### src/rtl/m68k_bus_ctrl_if.sv
// 68000 CPU-side bus bundle: strobes and address in, DTACK/BERR back to the CPU.
interface m68k_bus_ctrl_if;
    logic        as_n;
    logic        uds_n;
    logic        lds_n;
    logic        rw;
    logic [10:0] addr;
    logic        dtack_n;
    logic        dtack_oe;
    logic        berr_n;

    // CPU side drives the cycle, sees the acknowledge
    modport master (
        output as_n, uds_n, lds_n, rw, addr,
        input  dtack_n, dtack_oe, berr_n
    );

    // Bus controller side
    modport slave (
        input  as_n, uds_n, lds_n, rw, addr,
        output dtack_n, dtack_oe, berr_n
    );
endinterface

### src/rtl/m68k_bus_ctrl.sv
// 68000 bus controller: address decode, boot ROM overlay, DTACK wait states,
// IO acknowledge forwarding, BERR on unmapped/timeout, divided clock output.
module m68k_bus_ctrl #(
    parameter int unsigned ROM_BASE  = 32'h10_0000,
    parameter int unsigned ROM_SIZE  = 32'h4000,
    parameter int unsigned RAM_TOP   = 32'h10_0000,
    parameter int unsigned IO_BASE   = 32'hF0_0000,
    parameter int unsigned IO_SIZE   = 32'h10_0000,
    parameter int unsigned ROM_WAIT  = 4,
    parameter int unsigned RAM_WAIT  = 0,
    parameter int unsigned TO_CYCLES = 64,
    parameter int unsigned CLK_DIV   = 4
) (
    input  logic                  clk16,
    input  logic                  reset_n,
    m68k_bus_ctrl_if.slave        bus,
    input  logic                  boot,
    input  logic                  dtack_trig,
    input  logic                  io_dtack_n,
    output logic                  oe_n,
    output logic                  ram_ce_n,
    output logic                  rom_uds_n,
    output logic                  rom_lds_n,
    output logic                  io_cs_n,
    output logic [1:0]            cs,
    output logic                  overlay,
    output logic                  timeout_seen,
    output logic                  clk_out
);

    localparam int unsigned AW = 24;
    localparam int unsigned CW = 4;
    localparam int unsigned TW = 8;

    localparam logic [1:0] CS_NONE = 2'd0;
    localparam logic [1:0] CS_ROM  = 2'd1;
    localparam logic [1:0] CS_RAM  = 2'd2;
    localparam logic [1:0] CS_IO   = 2'd3;

    typedef enum logic [2:0] {
        S_IDLE,
        S_WAIT,
        S_IOWAIT,
        S_DTACK,
        S_BERR
    } state_t;

    state_t          state_q, state_d;
    logic [CW-1:0]   wcnt_q, wcnt_d;
    logic            manual_q, manual_d;
    logic [TW-1:0]   to_cnt_q, to_cnt_d;
    logic            overlay_q, overlay_d;
    logic            timeout_seen_q, timeout_seen_d;
    logic [2:0]      trig_q, trig_d;
    logic [CLK_DIV-1:0] div_q, div_d;

    logic [AW-1:0]   addr_full_c;
    logic            ds_c;
    logic            low_win_c;
    logic            trig_edge_c;
    logic            to_hit_c;
    logic            to_fire_c;
    logic            ovl_clr_c;

    assign addr_full_c = {bus.addr, 13'd0};
    assign ds_c        = ~bus.uds_n | ~bus.lds_n;
    assign low_win_c   = (32'(addr_full_c) < ROM_SIZE);
    assign trig_edge_c = trig_q[1] & ~trig_q[2];
    assign to_hit_c    = (to_cnt_q == TW'(TO_CYCLES));

    // Address decode with overlay/boot priority; idle bus selects nothing
    always_comb begin
        cs = CS_NONE;
        if (!bus.as_n) begin
            if (low_win_c && ((overlay_q && bus.rw) || boot)) begin
                cs = CS_ROM;
            end else if (32'(addr_full_c) < RAM_TOP) begin
                cs = CS_RAM;
            end else if ((32'(addr_full_c) >= ROM_BASE) &&
                         (32'(addr_full_c) < ROM_BASE + ROM_SIZE)) begin
                cs = CS_ROM;
            end else if ((32'(addr_full_c) >= IO_BASE) &&
                         (32'(addr_full_c) < IO_BASE + IO_SIZE)) begin
                cs = CS_IO;
            end
        end
    end

    // Memory/IO strobes derived from the decode
    always_comb begin
        oe_n      = boot ? 1'b1 : ~bus.rw;
        ram_ce_n  = ~((cs == CS_RAM) && ds_c);
        rom_uds_n = (cs == CS_ROM) ? bus.uds_n : 1'b1;
        rom_lds_n = (cs == CS_ROM) ? bus.lds_n : 1'b1;
        io_cs_n   = ~(cs == CS_IO);
    end

    // First write into the low window outside boot mode drops the ROM overlay
    assign ovl_clr_c = ~bus.as_n & ds_c & ~bus.rw & low_win_c & ~boot & overlay_q;

    // Bus-cycle FSM: next state, wait counter, manual-trigger flag
    always_comb begin
        state_d   = state_q;
        wcnt_d    = wcnt_q;
        manual_d  = manual_q;
        to_fire_c = 1'b0;
        if (bus.as_n) begin
            state_d  = S_IDLE;
            manual_d = 1'b0;
        end else begin
            case (state_q)
                S_IDLE: begin
                    if (ds_c) begin
                        manual_d = 1'b0;
                        case (cs)
                            CS_NONE: state_d = S_BERR;
                            CS_ROM: begin
                                if (boot) begin
                                    state_d  = S_WAIT;
                                    manual_d = 1'b1;
                                end else if (ROM_WAIT == 0) begin
                                    state_d = S_DTACK;
                                end else begin
                                    state_d = S_WAIT;
                                    wcnt_d  = CW'(ROM_WAIT);
                                end
                            end
                            CS_RAM: begin
                                if (RAM_WAIT == 0) begin
                                    state_d = S_DTACK;
                                end else begin
                                    state_d = S_WAIT;
                                    wcnt_d  = CW'(RAM_WAIT);
                                end
                            end
                            default: state_d = S_IOWAIT;
                        endcase
                    end
                end
                S_WAIT: begin
                    if (manual_q) begin
                        if (trig_edge_c) begin
                            state_d = S_DTACK;
                        end
                    end else if (to_hit_c) begin
                        state_d   = S_BERR;
                        to_fire_c = 1'b1;
                    end else if (wcnt_q == CW'(1)) begin
                        state_d = S_DTACK;
                    end else begin
                        wcnt_d = wcnt_q - CW'(1);
                    end
                end
                S_IOWAIT: begin
                    if (to_hit_c) begin
                        state_d   = S_BERR;
                        to_fire_c = 1'b1;
                    end else if (!io_dtack_n) begin
                        state_d = S_DTACK;
                    end
                end
                S_DTACK: begin
                    if (!ds_c) begin
                        state_d = S_IDLE;
                    end
                end
                S_BERR:  state_d = S_BERR;
                default: state_d = S_IDLE;
            endcase
        end
    end

    // Housekeeping next state: timeout counter, sticky flags, trigger sync, divider
    always_comb begin
        to_cnt_d       = to_cnt_q;
        overlay_d      = overlay_q;
        timeout_seen_d = timeout_seen_q | to_fire_c;
        trig_d         = {trig_q[1:0], dtack_trig};
        div_d          = div_q + CLK_DIV'(1);
        if (bus.as_n) begin
            to_cnt_d = '0;
        end else if (!to_hit_c) begin
            to_cnt_d = to_cnt_q + TW'(1);
        end
        if (ovl_clr_c) begin
            overlay_d = 1'b0;
        end
    end

    // State and register update with synchronous active-low reset
    always_ff @(posedge clk16) begin
        if (!reset_n) begin
            state_q        <= S_IDLE;
            wcnt_q         <= '0;
            manual_q       <= 1'b0;
            to_cnt_q       <= '0;
            overlay_q      <= 1'b1;
            timeout_seen_q <= 1'b0;
            trig_q         <= '0;
            div_q          <= '0;
        end else begin
            state_q        <= state_d;
            wcnt_q         <= wcnt_d;
            manual_q       <= manual_d;
            to_cnt_q       <= to_cnt_d;
            overlay_q      <= overlay_d;
            timeout_seen_q <= timeout_seen_d;
            trig_q         <= trig_d;
            div_q          <= div_d;
        end
    end

    assign bus.dtack_oe = (state_q != S_IDLE);
    assign bus.dtack_n  = ~((state_q == S_DTACK) && ds_c);
    assign bus.berr_n   = ~(state_q == S_BERR);
    assign overlay      = overlay_q;
    assign timeout_seen = timeout_seen_q;
    assign clk_out      = div_q[CLK_DIV-1];

endmodule

### src/flat_wrapper.sv
// flat-port wrapper written by rule: the top's interface ports become plain ports
module m68k_bus_ctrl_flat 
#(
    parameter int unsigned ROM_BASE  = 32'h10_0000,
    parameter int unsigned ROM_SIZE  = 32'h4000,
    parameter int unsigned RAM_TOP   = 32'h10_0000,
    parameter int unsigned IO_BASE   = 32'hF0_0000,
    parameter int unsigned IO_SIZE   = 32'h10_0000,
    parameter int unsigned ROM_WAIT  = 4,
    parameter int unsigned RAM_WAIT  = 0,
    parameter int unsigned TO_CYCLES = 64,
    parameter int unsigned CLK_DIV   = 4
)
  (clk16, reset_n, boot, dtack_trig, io_dtack_n, oe_n, ram_ce_n, rom_uds_n, rom_lds_n, io_cs_n, cs, overlay, timeout_seen, clk_out, bus_as_n, bus_uds_n, bus_lds_n, bus_rw, bus_addr, bus_dtack_n, bus_dtack_oe, bus_berr_n);
  m68k_bus_ctrl_if bus_i ();
  input  logic clk16;
  input  logic reset_n;
  input  logic boot;
  input  logic dtack_trig;
  input  logic io_dtack_n;
  output logic oe_n;
  output logic ram_ce_n;
  output logic rom_uds_n;
  output logic rom_lds_n;
  output logic io_cs_n;
  output logic [1:0] cs;
  output logic overlay;
  output logic timeout_seen;
  output logic clk_out;
  input wire logic [$bits(bus_i.as_n)-1:0] bus_as_n;
  input wire logic [$bits(bus_i.uds_n)-1:0] bus_uds_n;
  input wire logic [$bits(bus_i.lds_n)-1:0] bus_lds_n;
  input wire logic [$bits(bus_i.rw)-1:0] bus_rw;
  input wire logic [$bits(bus_i.addr)-1:0] bus_addr;
  output wire logic [$bits(bus_i.dtack_n)-1:0] bus_dtack_n;
  output wire logic [$bits(bus_i.dtack_oe)-1:0] bus_dtack_oe;
  output wire logic [$bits(bus_i.berr_n)-1:0] bus_berr_n;
  assign bus_i.as_n = bus_as_n;
  assign bus_i.uds_n = bus_uds_n;
  assign bus_i.lds_n = bus_lds_n;
  assign bus_i.rw = bus_rw;
  assign bus_i.addr = bus_addr;
  assign bus_dtack_n = bus_i.dtack_n;
  assign bus_dtack_oe = bus_i.dtack_oe;
  assign bus_berr_n = bus_i.berr_n;
  m68k_bus_ctrl #(.ROM_BASE(ROM_BASE), .ROM_SIZE(ROM_SIZE), .RAM_TOP(RAM_TOP), .IO_BASE(IO_BASE), .IO_SIZE(IO_SIZE), .ROM_WAIT(ROM_WAIT), .RAM_WAIT(RAM_WAIT), .TO_CYCLES(TO_CYCLES), .CLK_DIV(CLK_DIV)) u_core (.clk16(clk16), .reset_n(reset_n), .bus(bus_i), .boot(boot), .dtack_trig(dtack_trig), .io_dtack_n(io_dtack_n), .oe_n(oe_n), .ram_ce_n(ram_ce_n), .rom_uds_n(rom_uds_n), .rom_lds_n(rom_lds_n), .io_cs_n(io_cs_n), .cs(cs), .overlay(overlay), .timeout_seen(timeout_seen), .clk_out(clk_out));
endmodule
### config.mk
export PLATFORM = sky130hd
export DESIGN_NAME = m68k_bus_ctrl_flat
export DESIGN_NICKNAME = d
export VERILOG_FILES = /design/src/rtl/m68k_bus_ctrl_if.sv /design/src/rtl/m68k_bus_ctrl.sv /design/src/flat_wrapper.sv
export SDC_FILE = /design/constraint.sdc
export NUM_CORES = 1
export LEC_CHECK = 0
export ABC_AREA = 1
export CAP_MARGIN = 20
export CORE_AREA = 2 2 59 61
export CTS_BUF_LIST = sky130_fd_sc_hd__clkbuf_8
export CTS_CLUSTER_DIAMETER = 150
export DETAILED_ROUTE_END_ITERATION = 10
export DIE_AREA = 0 0 61 63
export PLACE_DENSITY = 0.72
export SETUP_SLACK_MARGIN = 0.5
export SKIP_CTS_REPAIR_TIMING = 1
export SKIP_LAST_GASP = 1
export SLEW_MARGIN = 20
export SYNTH_ARGS = -nofsm -noshare
export SYNTH_HDL_FRONTEND = slang
export SYNTH_SLANG_ARGS = --single-unit
### constraint.sdc
create_clock -name clk16 -period 2 [get_ports clk16]
set_input_delay 0.4 -clock clk16 [delete_from_list [all_inputs] [get_ports clk16]]
set_output_delay 0.4 -clock clk16 [all_outputs]
set_load 0.05 [all_outputs]
==> run_results.csv, run 1 <==
group,metric,value,unit
finish,final_core_utilization,72.36,%
setup_path,cp.required,1.60,ns
clocking,clock_sink_count,25,
sta,final_critical_path_setup_slack,-0.1021,ns
hold_path,kind_of_path_behind_the_tightest_hold_check,"flop to flop",
placed_design,place_congestion,0.7864,
sta,timing.final.crit_period,2.102,ns
pwr,post-layout-total-power,0.001028,W
floorplan,chipHeight,63,um
setup_path,critical_path.max_fanout,4,
global_routing,grt_overall_usage,17.46,%
logic_synthesis,synth-seq-area-share,34.72,%
pwr,p_leak,1.184,nW
routing,dr_total_vias,1481,
logic_synthesis,synth_xor_xnor_area_share,4.861,%
floorplan,floorplan.die.width,61,um
pwr,power_report.internal_total,0.0007486,W
run_status,outcome,"finished, violations left",
logic_synthesis,synth.area.mux_share,0,%
logic_synthesis,synth-simple-area-share,31.94,%
logic_synthesis,ys_dominant_reg_cell,"sky130_fd_sc_hd__dfxtp_1",
logic_synthesis,ys_seq_elements,25,
placed_design,detailed_place.area,2088,um2
finish,finish.net_count,298,
logic_synthesis,syn_nets,238,
logic_synthesis,synth.yosys.warnings,0,
finish,post_layout_nonfiller_instances,314,
pwr,comb_power_share,21.3,%
sta,final_hold_violation_count,0,
logic_synthesis,yosys.area_share.adder,7.813,%
setup_path,critical_path.startpoint_type,"input port",
clocking,tritoncts_buffers,3,
run,maxCapViolCount,0,
routing,routed_via_density,4.717,
floorplan,placeableCoreArea,3232,um2
finish,postLayoutCellArea,2338,um2
setup_path,timing.critical_path.arrival,1.70,ns
pwr,seq_power_share,50.6,%
clocking,clk_root_buffer_cell,"sky130_fd_sc_hd__clkbuf_8",
finish,area_delta_synth_final,62.24,%
routing,wl,3.450,mm
placed_design,half_perimeter_wire_length_after_placement,2.474,mm
run_status,failed_checks,"setup timing",
placed_design,total_instance_count_after_detailed_placement,299,
clocking,cts_max_level,1,
logic_synthesis,postSynthAreaPerCell,6.897,um2
floorplan,floorplan_die_area,3843,um2
pwr,total_switching_power,0.0002795,W
routing,drt.antenna.violating_nets,0,
floorplan,num_io_pins,33,
logic_synthesis,synth_cell_types,29,
floorplan,core.rowCount,21,
routing,drt_pre_antenna_iters,4,
logic_synthesis,main_combinational_cell_family_by_area_after_synthesis,"simple AND/OR/NAND/NOR gates",
pwr,switching_fraction,27.19,%
clocking,post_cts_clock_slew_at_the_launch_and_capture_registers_of_the_worst_setup_and_hold_paths,0.09,ns
sta,setup_viol,5,
pwr,powerDensity,439.6,nW/um2
sta,rsz0062_at_grt,"true",
pwr,ir_drop,0.0003954,V
global_routing,grt_start_max_net_pins,14,
logic_synthesis,synth_async_sr_flop_share,0,%
sta,fin_crit_sh,105.1,%
finish,layout_common_cells,"sky130_fd_sc_hd__nand2_1 (37), sky130_fd_sc_hd__inv_1 (29), sky130_fd_sc_hd__buf_4 (26)",
clocking,cts_tree,"built",
setup_path,worstSetupEndpointType,"output port",
clocking,clock_insertion_delay_worst_skew,0.27,ns
routing,drc,0,
sta,tightest_slew,0.5157,ns
global_routing,overflow,0,
floorplan,initial_core_util,44.60,%
global_routing,antenna_found_initial,0,
logic_synthesis,syn_inst,209,
pwr,clockPowerShare,28.1,%
sta,final.setup.tns,-0.3991,ns
logic_synthesis,synth_compound_gate_area_share,10.94,%
placed_design,port_buffers,31,
logic_synthesis,synth_enable_flop_cells,0,
finish,num_antenna_cells,0,
global_routing,via_count_of_the_first_global_routing_pass,1329,
routing,drt_first_iter_violations,47,
setup_path,setup.worst_path.class,"input port to output port",
global_routing,wire_length_of_the_first_global_routing_pass,5.285,mm
sta,final-max-slew-violation-count,0,
finish,layout.cells.most_common,"sky130_fd_sc_hd__nand2_1",
sta,max_clock_freq,0.4757,GHz
sta,final.setup_skew,0.009396,ns
routing,wl_per_cell,10.99,um
clocking,clockBufferDepth,2,
finish,drive_gt1_share,36.19,%
sta,maxSlewHeadroom,65.56,%
logic_synthesis,post_synth_instance_area,1441,um2
-- state kept, by name, indices dropped and copies added (netlist names) --
| register | flops |
|---|---|
| u_core.div_q | 4 |
| u_core.wcnt_q | 4 |
| u_core.to_cnt_q | 8 |
| u_core.overlay | 1 |
| u_core.state_q | 3 |
| u_core.manual_q | 1 |
| u_core.timeout_seen | 1 |
| u_core.trig_q | 3 |
-- kinds of logic after synthesis --
logic type	after synthesis
fa+ha+maj	9
xor+xnor	8
flops	25
compound gates	26
simple gates	104
buf+inv	37
-- cells in the mapped netlist, types with 2 or more instances --
cell type	instances	area share, %
sky130_fd_sc_hd__nand2_1	49	13
sky130_fd_sc_hd__inv_1	31	8.1
sky130_fd_sc_hd__nor2_1	28	7.3
sky130_fd_sc_hd__dfxtp_1	25	35
sky130_fd_sc_hd__ha_1	9	7.8
sky130_fd_sc_hd__nand3_1	9	3.1
sky130_fd_sc_hd__a21oi_1	8	2.8
sky130_fd_sc_hd__o21ai_0	8	2.8
sky130_fd_sc_hd__xor2_1	6	3.6
sky130_fd_sc_hd__inv_2	5	1.3
sky130_fd_sc_hd__a21oi_2	4	2.4
sky130_fd_sc_hd__nor2_2	3	1.3
sky130_fd_sc_hd__nor3_1	3	1.0
sky130_fd_sc_hd__nand2_2	2	0.87
sky130_fd_sc_hd__nand3_2	2	1.4
sky130_fd_sc_hd__nand4_1	2	0.87
sky130_fd_sc_hd__nor2_4	2	1.6
sky130_fd_sc_hd__xnor2_1	2	1.2
-- power groups by stage --
stage	Combinational, W	Clock, W	Sequential (W)
after floorplan	0.000102	0	0.000531
after global placement	0.000194	0	0.000533
after detailed placement	0.000195	0	0.000533
after CTS	0.000197	0.000296	0.000521
after global routing	0.000237	0.000313	0.000523
final	0.000219	0.000289	0.000520
-- through the flow --
step	hold slack [ns]	setup slack, ns
finish	0.4131	-0.1021
global route	0.4325	-0.1771
CTS	0.4205	-0.4306
detailed placement	0.4101	-0.4467
global placement	0.3972	-0.4269
floorplan	0.3900	-0.2244
-- final cells by class --
class | count | area, um2
Timing Repair Buffer | 56 | 584.3
Multi-Input combinational cell | 147 | 994.7
Clock inverter | 1 | 3.754
Clock buffer | 3 | 41.29
Sequential cell | 25 | 514.2
Tap cell | 46 | 57.56
Fill cell | 255 | 893.4
Inverter | 36 | 142.6
-- per-layer routing --
layer	GRT usage (%)	part of all wire [%]
met3	4.348	2.7
met1	20.97	43
met4	3.261	0.32
met5	0	0
met2	30.78	54
-- worst max-delay path, stage by stage --
cell and delay, ns:
sky130_fd_sc_hd__clkbuf_2 0.08, sky130_fd_sc_hd__or2_4 0.24, sky130_fd_sc_hd__nor2_4 0.16, sky130_fd_sc_hd__nand3_4 0.13
sky130_fd_sc_hd__nand2_4 0.13, sky130_fd_sc_hd__clkinvlp_4 0.16, sky130_fd_sc_hd__ha_4 0.20, sky130_fd_sc_hd__clkinvlp_4 0.07
sky130_fd_sc_hd__buf_12 0.13
-- worst paths after layout --
| path | slack, ns | endpoint | startpoint | depth (start not counted) |
|---|---|---|---|---|
| min | 0.41 | u_core.trig_q[2] | u_core.trig_q[1] | 2 |
| max | -0.10 | io_cs_n | bus_addr[2] | 9 |
| max reg2reg | 0.20 | u_core.wcnt_q[0] | u_core.overlay | 10 |
| min reg2reg | 0.41 | u_core.trig_q[2] | u_core.trig_q[1] | 2 |
(Power assumes the default switching activity.)
==> inputs of run 2 (changes only) <==
- CORE_AREA: 2 2 59 61 -> 2 2 60 62
- CTS_BUF_LIST: sky130_fd_sc_hd__clkbuf_8 -> default
- CTS_CLUSTER_DIAMETER: 150 -> 40
- DIE_AREA: 0 0 61 63 -> 0 0 62 64
- PLACE_DENSITY: 0.72 -> 0.7
- SKIP_CTS_REPAIR_TIMING: 1 -> default
==> run 2 against run 1 <==
Compared with the run above:
- the flow still finishes with violations (setup timing)
- clock power shrank 23%
- sequential power about the same
- critical path depth down 1
- fmax decreased by 0.96%
- flip-flop and latch count unchanged
- non-clock buffer count grew 10
- core utilization decreased by 0.66 points
- clock skew rose by 0.0036 ns
- sequential share of layout area down 0.15 points
- final cell count increased by 3.2%
- combinational power rose by 3%
- global-route usage increased by 2.0 points
- largest cell class unchanged
==> run_results.csv, run 2 (synthesis results as in run 1) <==
group,metric,value,unit
run_status,outcome,"finished, violations left",
routing,topRoutingLayerUsed,"met4",
setup_path,timing.critical_path.arrival,1.72,ns
sta,fin_crit_sh,106.1,%
routing,drt.antenna.violating_nets,0,
floorplan,placeableCoreArea,3284,um2
setup_path,crit_path_cell_trace,"buf_6 > or2_4 > nor2_4 > a32oi_4 > a21oi_4 > ha_4 > nand2_4 > buf_12",
finish,final_core_utilization,71.70,%
sta,final_hold_violation_count,0,
run_status,failed_checks,"setup timing",
global_routing,grt_overall_usage,19.48,%
global_routing,antenna_found_initial,0,
routing,drc,0,
setup_path,critical_path.startpoint_type,"input port",
floorplan,floorplan.die.width,62,um
routing,drt_pre_antenna_iters,4,
setup_path,critical_r2r_launch,"u_core.overlay",
floorplan,floorplan_die_area,3968,um2
clocking,clock_insertion_delay_worst_skew,0.33,ns
routing,wl_per_cell,11.44,um
sta,max_clock_freq,0.4712,GHz
routing,drt_first_iter_violations,72,
routing,route.layer.met1.wl,1.614,mm
finish,top_register,"u_core.to_cnt_q",
finish,largest_register_ff_count,8,
setup_path,critPathLaunch,"bus_addr[3]",
clocking,cts_max_level,1,
sta,tightest_slew,0.3040,ns
finish,num_antenna_cells,0,
global_routing,wire_length_of_the_first_global_routing_pass,6.003,mm
setup_path,cp.required,1.60,ns
sta,final-max-slew-violation-count,0,
sta,rsz0062_at_grt,"true",
global_routing,via_count_of_the_first_global_routing_pass,1467,
clocking,tritoncts_buffers,3,
clocking,post_cts_clock_slew_at_the_launch_and_capture_registers_of_the_worst_setup_and_hold_paths,0.12,ns
floorplan,core.rowCount,21,
floorplan,chipHeight,64,um
run,maxCapViolCount,0,
finish,num-fill-cells,266,
routing,wl_met2,1.946,mm
clocking,clock_sink_count,25,
sta,timing.final.crit_period,2.122,ns
setup_path,critPathSlowestCell,"sky130_fd_sc_hd__a21oi_4",
setup_path,slowest_delay,0.26,ns
sta,maxSlewHeadroom,79.58,%
placed_design,port_buffers,31,
finish,drive_gt1_share,41.37,%
clocking,clockBufferDepth,2,
hold_path,kind_of_path_behind_the_tightest_hold_check,"flop to flop",
finish,layout.cells.most_common,"sky130_fd_sc_hd__nand2_1",
sta,final.setup_skew,0.01298,ns
sta,setup_viol,8,
routing,wl,3.705,mm
setup_path,worstSetupEndpointType,"output port",
finish,finish.net_count,308,
global_routing,overflow,0,
routing,routed_via_density,4.664,
floorplan,initial_core_util,43.89,%
clocking,cts_tree,"built",
placed_design,half_perimeter_wire_length_after_placement,2.560,mm
finish,area_delta_synth_final,63.37,%
finish,layout_common_cells,"sky130_fd_sc_hd__nand2_1 (37), sky130_fd_sc_hd__buf_4 (33), sky130_fd_sc_hd__inv_1 (27)",
routing,wl_met3,113,um
floorplan,num_io_pins,33,
setup_path,critical_path.max_fanout,3,
routing,dr_total_vias,1511,
clocking,holdBufCountCts,0,
finish,seqCellArea,514.2,um2
setup_path,setup.worst_path.class,"input port to output port",
finish,multi_input_area,993.5,um2
sta,final_critical_path_setup_slack,-0.1224,ns
pwr,post-layout-total-power,0.0009684,W
hold_path,hold_path_startpoint,"u_core.trig_q[0]",
finish,reg.largest.list,"u_core.to_cnt_q (8), u_core.div_q (4), u_core.wcnt_q (4)",
pwr,ir_drop,0.0004290,V
clocking,clk_root_buffer_cell,"sky130_fd_sc_hd__clkbuf_4",
pwr,powerDensity,411.2,nW/um2
placed_design,place_congestion,0.8041,
global_routing,grt_start_max_net_pins,14,
pwr,p_leak,1.115,nW
[run 2: cell types whose count changed in the layout (fill, tap and decap cells not counted), moves of 2 or more]
cell                             before  now
sky130_fd_sc_hd__dlygate4sd2_1        0    5
sky130_fd_sc_hd__inv_1               29   27
sky130_fd_sc_hd__clkbuf_2             5    3
sky130_fd_sc_hd__buf_6                1    6
sky130_fd_sc_hd__buf_4               26   33
sky130_fd_sc_hd__clkbuf_8             3    0
sky130_fd_sc_hd__buf_2                0    5
sky130_fd_sc_hd__clkbuf_4             0    3
sky130_fd_sc_hd__dlymetal6s2s_1      13    0
sky130_fd_sc_hd__nor2_1              23   21
[run 2: through the flow]
stage               cell area, um2  setup WS (ns)  setup TNS, ns  instances  hold WS [ns]
floorplan                     1545        -0.2244         -1.329        209        0.3900
global placement              2103        -0.4407         -4.328        301        0.3928
detailed placement            2103        -0.4693         -4.566        301        0.4251
CTS                           2276       -0.09684        -0.4461        318        0.4453
global route                  2355        -0.1655         -1.076        324        0.4735
finish                        2355        -0.1224        -0.5732        324        0.4389
[run 2: worst max-delay path, delay by kind of cell]
family | cells | cell delay, ns
compound gates | 2 | 0.41
fa+ha+maj | 1 | 0.22
buf+inv | 2 | 0.23
simple gates | 3 | 0.45
[run 2: cell type report]
type                       instances  share of cell area [%]
sequential                        25                   21.84
tap                               46                   2.444
inverter                          36                   6.057
multi-input combinational        147                   42.19
clock buffer                       4                   1.116
timing repair buffer              66                   26.35
[run 2: timing repair]
item	CTS	global route
cloned	0	0
pin swaps	21	22
gates resized for setup	67	24
setup buffers	13	6
setup endpoints to repair	21	22
[run 2: final timing paths]
kind | depth (start not counted) | endpoint | slack (ns)
min | 2 | u_core.trig_q[1] | 0.44
max reg2reg | 12 | u_core.wcnt_q[0] | 0.08
min reg2reg | 2 | u_core.trig_q[1] | 0.44
max | 8 | rom_lds_n | -0.12
[run 2: power by group]
group / total (W) / leakage, nW / switching, W / internal (W)
registers: 0.000521 / 0.205 / 0.0000124 / 0.000509
clock network: 0.000222 / 0.0150 / 0.000144 / 0.0000782
logic: 0.000225 / 0.895 / 0.000119 / 0.000106
total: 0.000968 / 1.11 / 0.000276 / 0.000693
[run 2: routing by layer]
layer  track usage (%)  vias to the layer above
met5                 0                        -
met4             4.255                        0
met3             4.656                        4
met2             34.38                       21
met1             23.03                      698
li1                  -                      788
==> inputs of run 3 (changes only) <==
- ABC_AREA: 1 -> 0
- CORE_AREA: 2 2 60 62 -> 2 2 61 63
- DIE_AREA: 0 0 62 64 -> 0 0 63 65
- PLACE_DENSITY: 0.7 -> 0.69
==> run 3 against run 2 <==
Compared with the run above:
- the run still ends with setup timing left
- clock skew shrank 0.0084 ns
- via count shrank 0.93%
- worst setup slack lost 0.18 ns
- synthesized area grew 3.4%
- fmax shrank 8.0%
- core utilization shrank 0.077 points
- critical path depth shrank 1
- routed wire length grew 14%
- flip-flop and latch count is the same
- critical path type unchanged
- largest cell class unchanged
- largest power group unchanged
==> run_results.csv, run 3 <==
group,metric,value,unit
sta,setup_viol,10,
clocking,clock_sink_count,25,
global_routing,groute.layer.met1.usage,23.89,%
global_routing,antenna_found_initial,0,
setup_path,critical_path.startpoint_type,"input port",
logic_synthesis,post_synth_instance_area,1490,um2
floorplan,initial_core_util,42.63,%
setup_path,setup.worst_path.class,"input port to output port",
setup_path,crit_path_frequent_cell,"sky130_fd_sc_hd__or3_4",
global_routing,overflow,0,
sta,final.setup_skew,0.004582,ns
clocking,cts_max_level,1,
routing,dr_total_vias,1497,
finish,largest_register_ff_count,8,
logic_synthesis,ys_seq_elements,25,
floorplan,core.rowCount,22,
placed_design,total_instance_count_after_detailed_placement,262,
sta,maxSlewHeadroom,71.58,%
sta,final_critical_path_setup_slack,-0.3061,ns
logic_synthesis,synth_enable_flop_cells,0,
sta,tightest_slew,0.4263,ns
floorplan,chipHeight,65,um
logic_synthesis,synth.yosys.warnings,0,
setup_path,critPathSlowestCell,"sky130_fd_sc_hd__or3_4",
setup_path,crit_path_cell_trace,"buf_6 > or3_4 > or3_4 > a21oi_4 > ha_4 > nand2b_4 > buf_12",
clocking,clockBufferDepth,2,
setup_path,reg2reg_depth,9,
hold_path,kind_of_path_behind_the_tightest_hold_check,"flop to flop",
finish,reg.largest.list,"u_core.to_cnt_q (8), u_core.div_q (4), u_core.wcnt_q (4)",
run,maxCapViolCount,0,
logic_synthesis,yosys-top-cells-area,"sky130_fd_sc_hd__dfxtp_1 (34%), sky130_fd_sc_hd__ha_1 (7.6%), sky130_fd_sc_hd__nor2_1 (5.3%)",
placed_design,port_buffers,31,
sta,final.setup.tns,-2.147,ns
run_status,outcome,"finished, violations left",
clocking,clock_insertion_delay_worst_skew,0.30,ns
logic_synthesis,synth_top_area_share,33.59,%
setup_path,critical_path.max_fanout,3,
logic_synthesis,synth-seq-area-share,33.59,%
setup_path,timing.critical_path.arrival,1.91,ns
floorplan,placeableCoreArea,3496,um2
global_routing,via_count_of_the_first_global_routing_pass,1485,
finish,post_layout_nonfiller_instances,288,
finish,top_register,"u_core.to_cnt_q",
logic_synthesis,syn_nets,201,
sta,rsz0062_at_grt,"true",
clocking,holdBufCountCts,0,
sta,timing.final.crit_period,2.306,ns
global_routing,grt_overall_usage,21.08,%
routing,wl,4.240,mm
global_routing,grt_start_max_net_pins,14,
finish,layout_common_cells,"sky130_fd_sc_hd__buf_4 (31), sky130_fd_sc_hd__dfxtp_1 (18), sky130_fd_sc_hd__nor2_1 (17)",
pwr,powerDensity,390.8,nW/um2
clocking,post_cts_clock_slew_at_the_launch_and_capture_registers_of_the_worst_setup_and_hold_paths,0.13,ns
logic_synthesis,post-synth-top-count-cell,"sky130_fd_sc_hd__dfxtp_1",
global_routing,gr-usage-met3,3.472,%
routing,drt_first_iter_violations,45,
clocking,tritoncts_buffers,3,
placed_design,half_perimeter_wire_length_after_placement,2.940,mm
sta,fin_crit_sh,115.3,%
routing,drt.antenna.violating_nets,0,
floorplan,floorplan.die.width,63,um
clocking,clk_root_buffer_cell,"sky130_fd_sc_hd__clkbuf_4",
logic_synthesis,synth_cell_types,47,
routing,drt_pre_antenna_iters,4,
sta,final_hold_violation_count,0,
finish,final_core_utilization,71.62,%
logic_synthesis,synth_top_cells_by_count,"sky130_fd_sc_hd__dfxtp_1 (25), sky130_fd_sc_hd__nor2_1 (21), sky130_fd_sc_hd__a21oi_1 (12)",
logic_synthesis,synth_async_sr_flop_share,0,%
global_routing,global_route.peak_usage_layer,"met2",
hold_path,whs_path_depth,1,
placed_design,detailed_place.area,2152,um2
routing,drc,0,
finish,drive_gt1_share,47.50,%
logic_synthesis,yosys.area.top_type,"sky130_fd_sc_hd__dfxtp_1",
routing,wl_per_cell,14.72,um
finish,postLayoutCellArea,2504,um2
clocking,cts_tree,"built",
floorplan,num_io_pins,33,
routing,routed_via_density,5.198,
floorplan,floorplan_die_area,4095,um2
pwr,post-layout-total-power,0.0009783,W
placed_design,place_congestion,0.9328,
setup_path,cp.required,1.60,ns
sta,final-max-slew-violation-count,0,
setup_path,slowest_delay,0.42,ns
run_status,failed_checks,"setup timing",
pwr,ir_drop,0.0004085,V
logic_synthesis,postSynthAreaPerCell,8.664,um2
global_routing,wire_length_of_the_first_global_routing_pass,6.927,mm
logic_synthesis,syn_inst,172,
logic_synthesis,ys_dominant_reg_cell,"sky130_fd_sc_hd__dfxtp_1",
sta,max_clock_freq,0.4336,GHz
finish,finish.net_count,270,
finish,area_delta_synth_final,68.01,%
global_routing,gr-usage-met2,40.03,%
finish,layout.cells.most_common,"sky130_fd_sc_hd__buf_4",
setup_path,worstSetupEndpointType,"output port",
pwr,p_leak,1.000,nW
finish,num_antenna_cells,0,
run 3: layout make-up:
cell class | count | area [um2]
repair buffers | 70 | 700.7
flip-flops and latches | 25 | 516.7
inverters | 8 | 30.03
multi-input cells | 133 | 1170
fillers | 260 | 992.2
clock buffers | 4 | 26.28
well taps | 48 | 60.06
run 3: critical path, delay by kind of cell:
| family | cells | cell delay, ns |
|---|---|---|
| AND/OR/NAND/NOR | 3 | 0.88 |
| AO/OA/AOI/OAI | 1 | 0.19 |
| buffers and inverters | 2 | 0.23 |
| adder cells (fa/ha/maj) | 1 | 0.20 |
run 3: repair_timing:
item                                    4_1_cts  5_1_grt
endpoints found under the setup margin       21       22
cloned                                        0        0
gates resized for setup                      74       26
pin swaps                                    17       10
setup buffers                                12       10
run 3: cell families after synthesis:
| kind of cell | after synthesis | synth area share, % |
|---|---|---|
| AND/OR/NAND/NOR | 78 | 30.65 |
| AO/OA/AOI/OAI | 35 | 17.80 |
| flip-flops | 25 | 33.59 |
| buffers and inverters | 14 | 3.779 |
| XOR/XNOR | 9 | 5.289 |
| adder cells (fa/ha/maj) | 9 | 7.557 |
| multiplexers | 2 | 1.343 |
run 3: layer usage:
layer / part of all wire (%) / up-vias / routed length (um)
met5: 0 / - / 0
met4: 1.6 / 0 / 68
met3: 4.1 / 10 / 174
met2: 55 / 42 / 2344
met1: 39 / 701 / 1653
li1: - / 744 / -
run 3: where the power goes:
part	total, W	internal, W	switching, W
clock network	0.000217	0.0000777	0.000140
registers	0.000517	0.000507	0.00000985
logic	0.000244	0.000125	0.000119
run 3: path summary, 6_finish.rpt:
check	from	endpoint	slack, ns
max reg2reg	u_core.overlay	u_core.wcnt_q[2]	-0.07
max	bus_addr[10]	rom_lds_n	-0.31
min	u_core.trig_q[0]	u_core.trig_q[1]	0.45
min reg2reg	u_core.trig_q[0]	u_core.trig_q[1]	0.45
run 3: per-stage QoR:
step	hold WS (ns)	worst slack, ns
global placement	0.4159	-0.6913
global route	0.4780	-0.3667
CTS	0.4542	-0.3055
floorplan	0.4119	-0.4269
detailed placement	0.4204	-0.7202
finish	0.4518	-0.3061
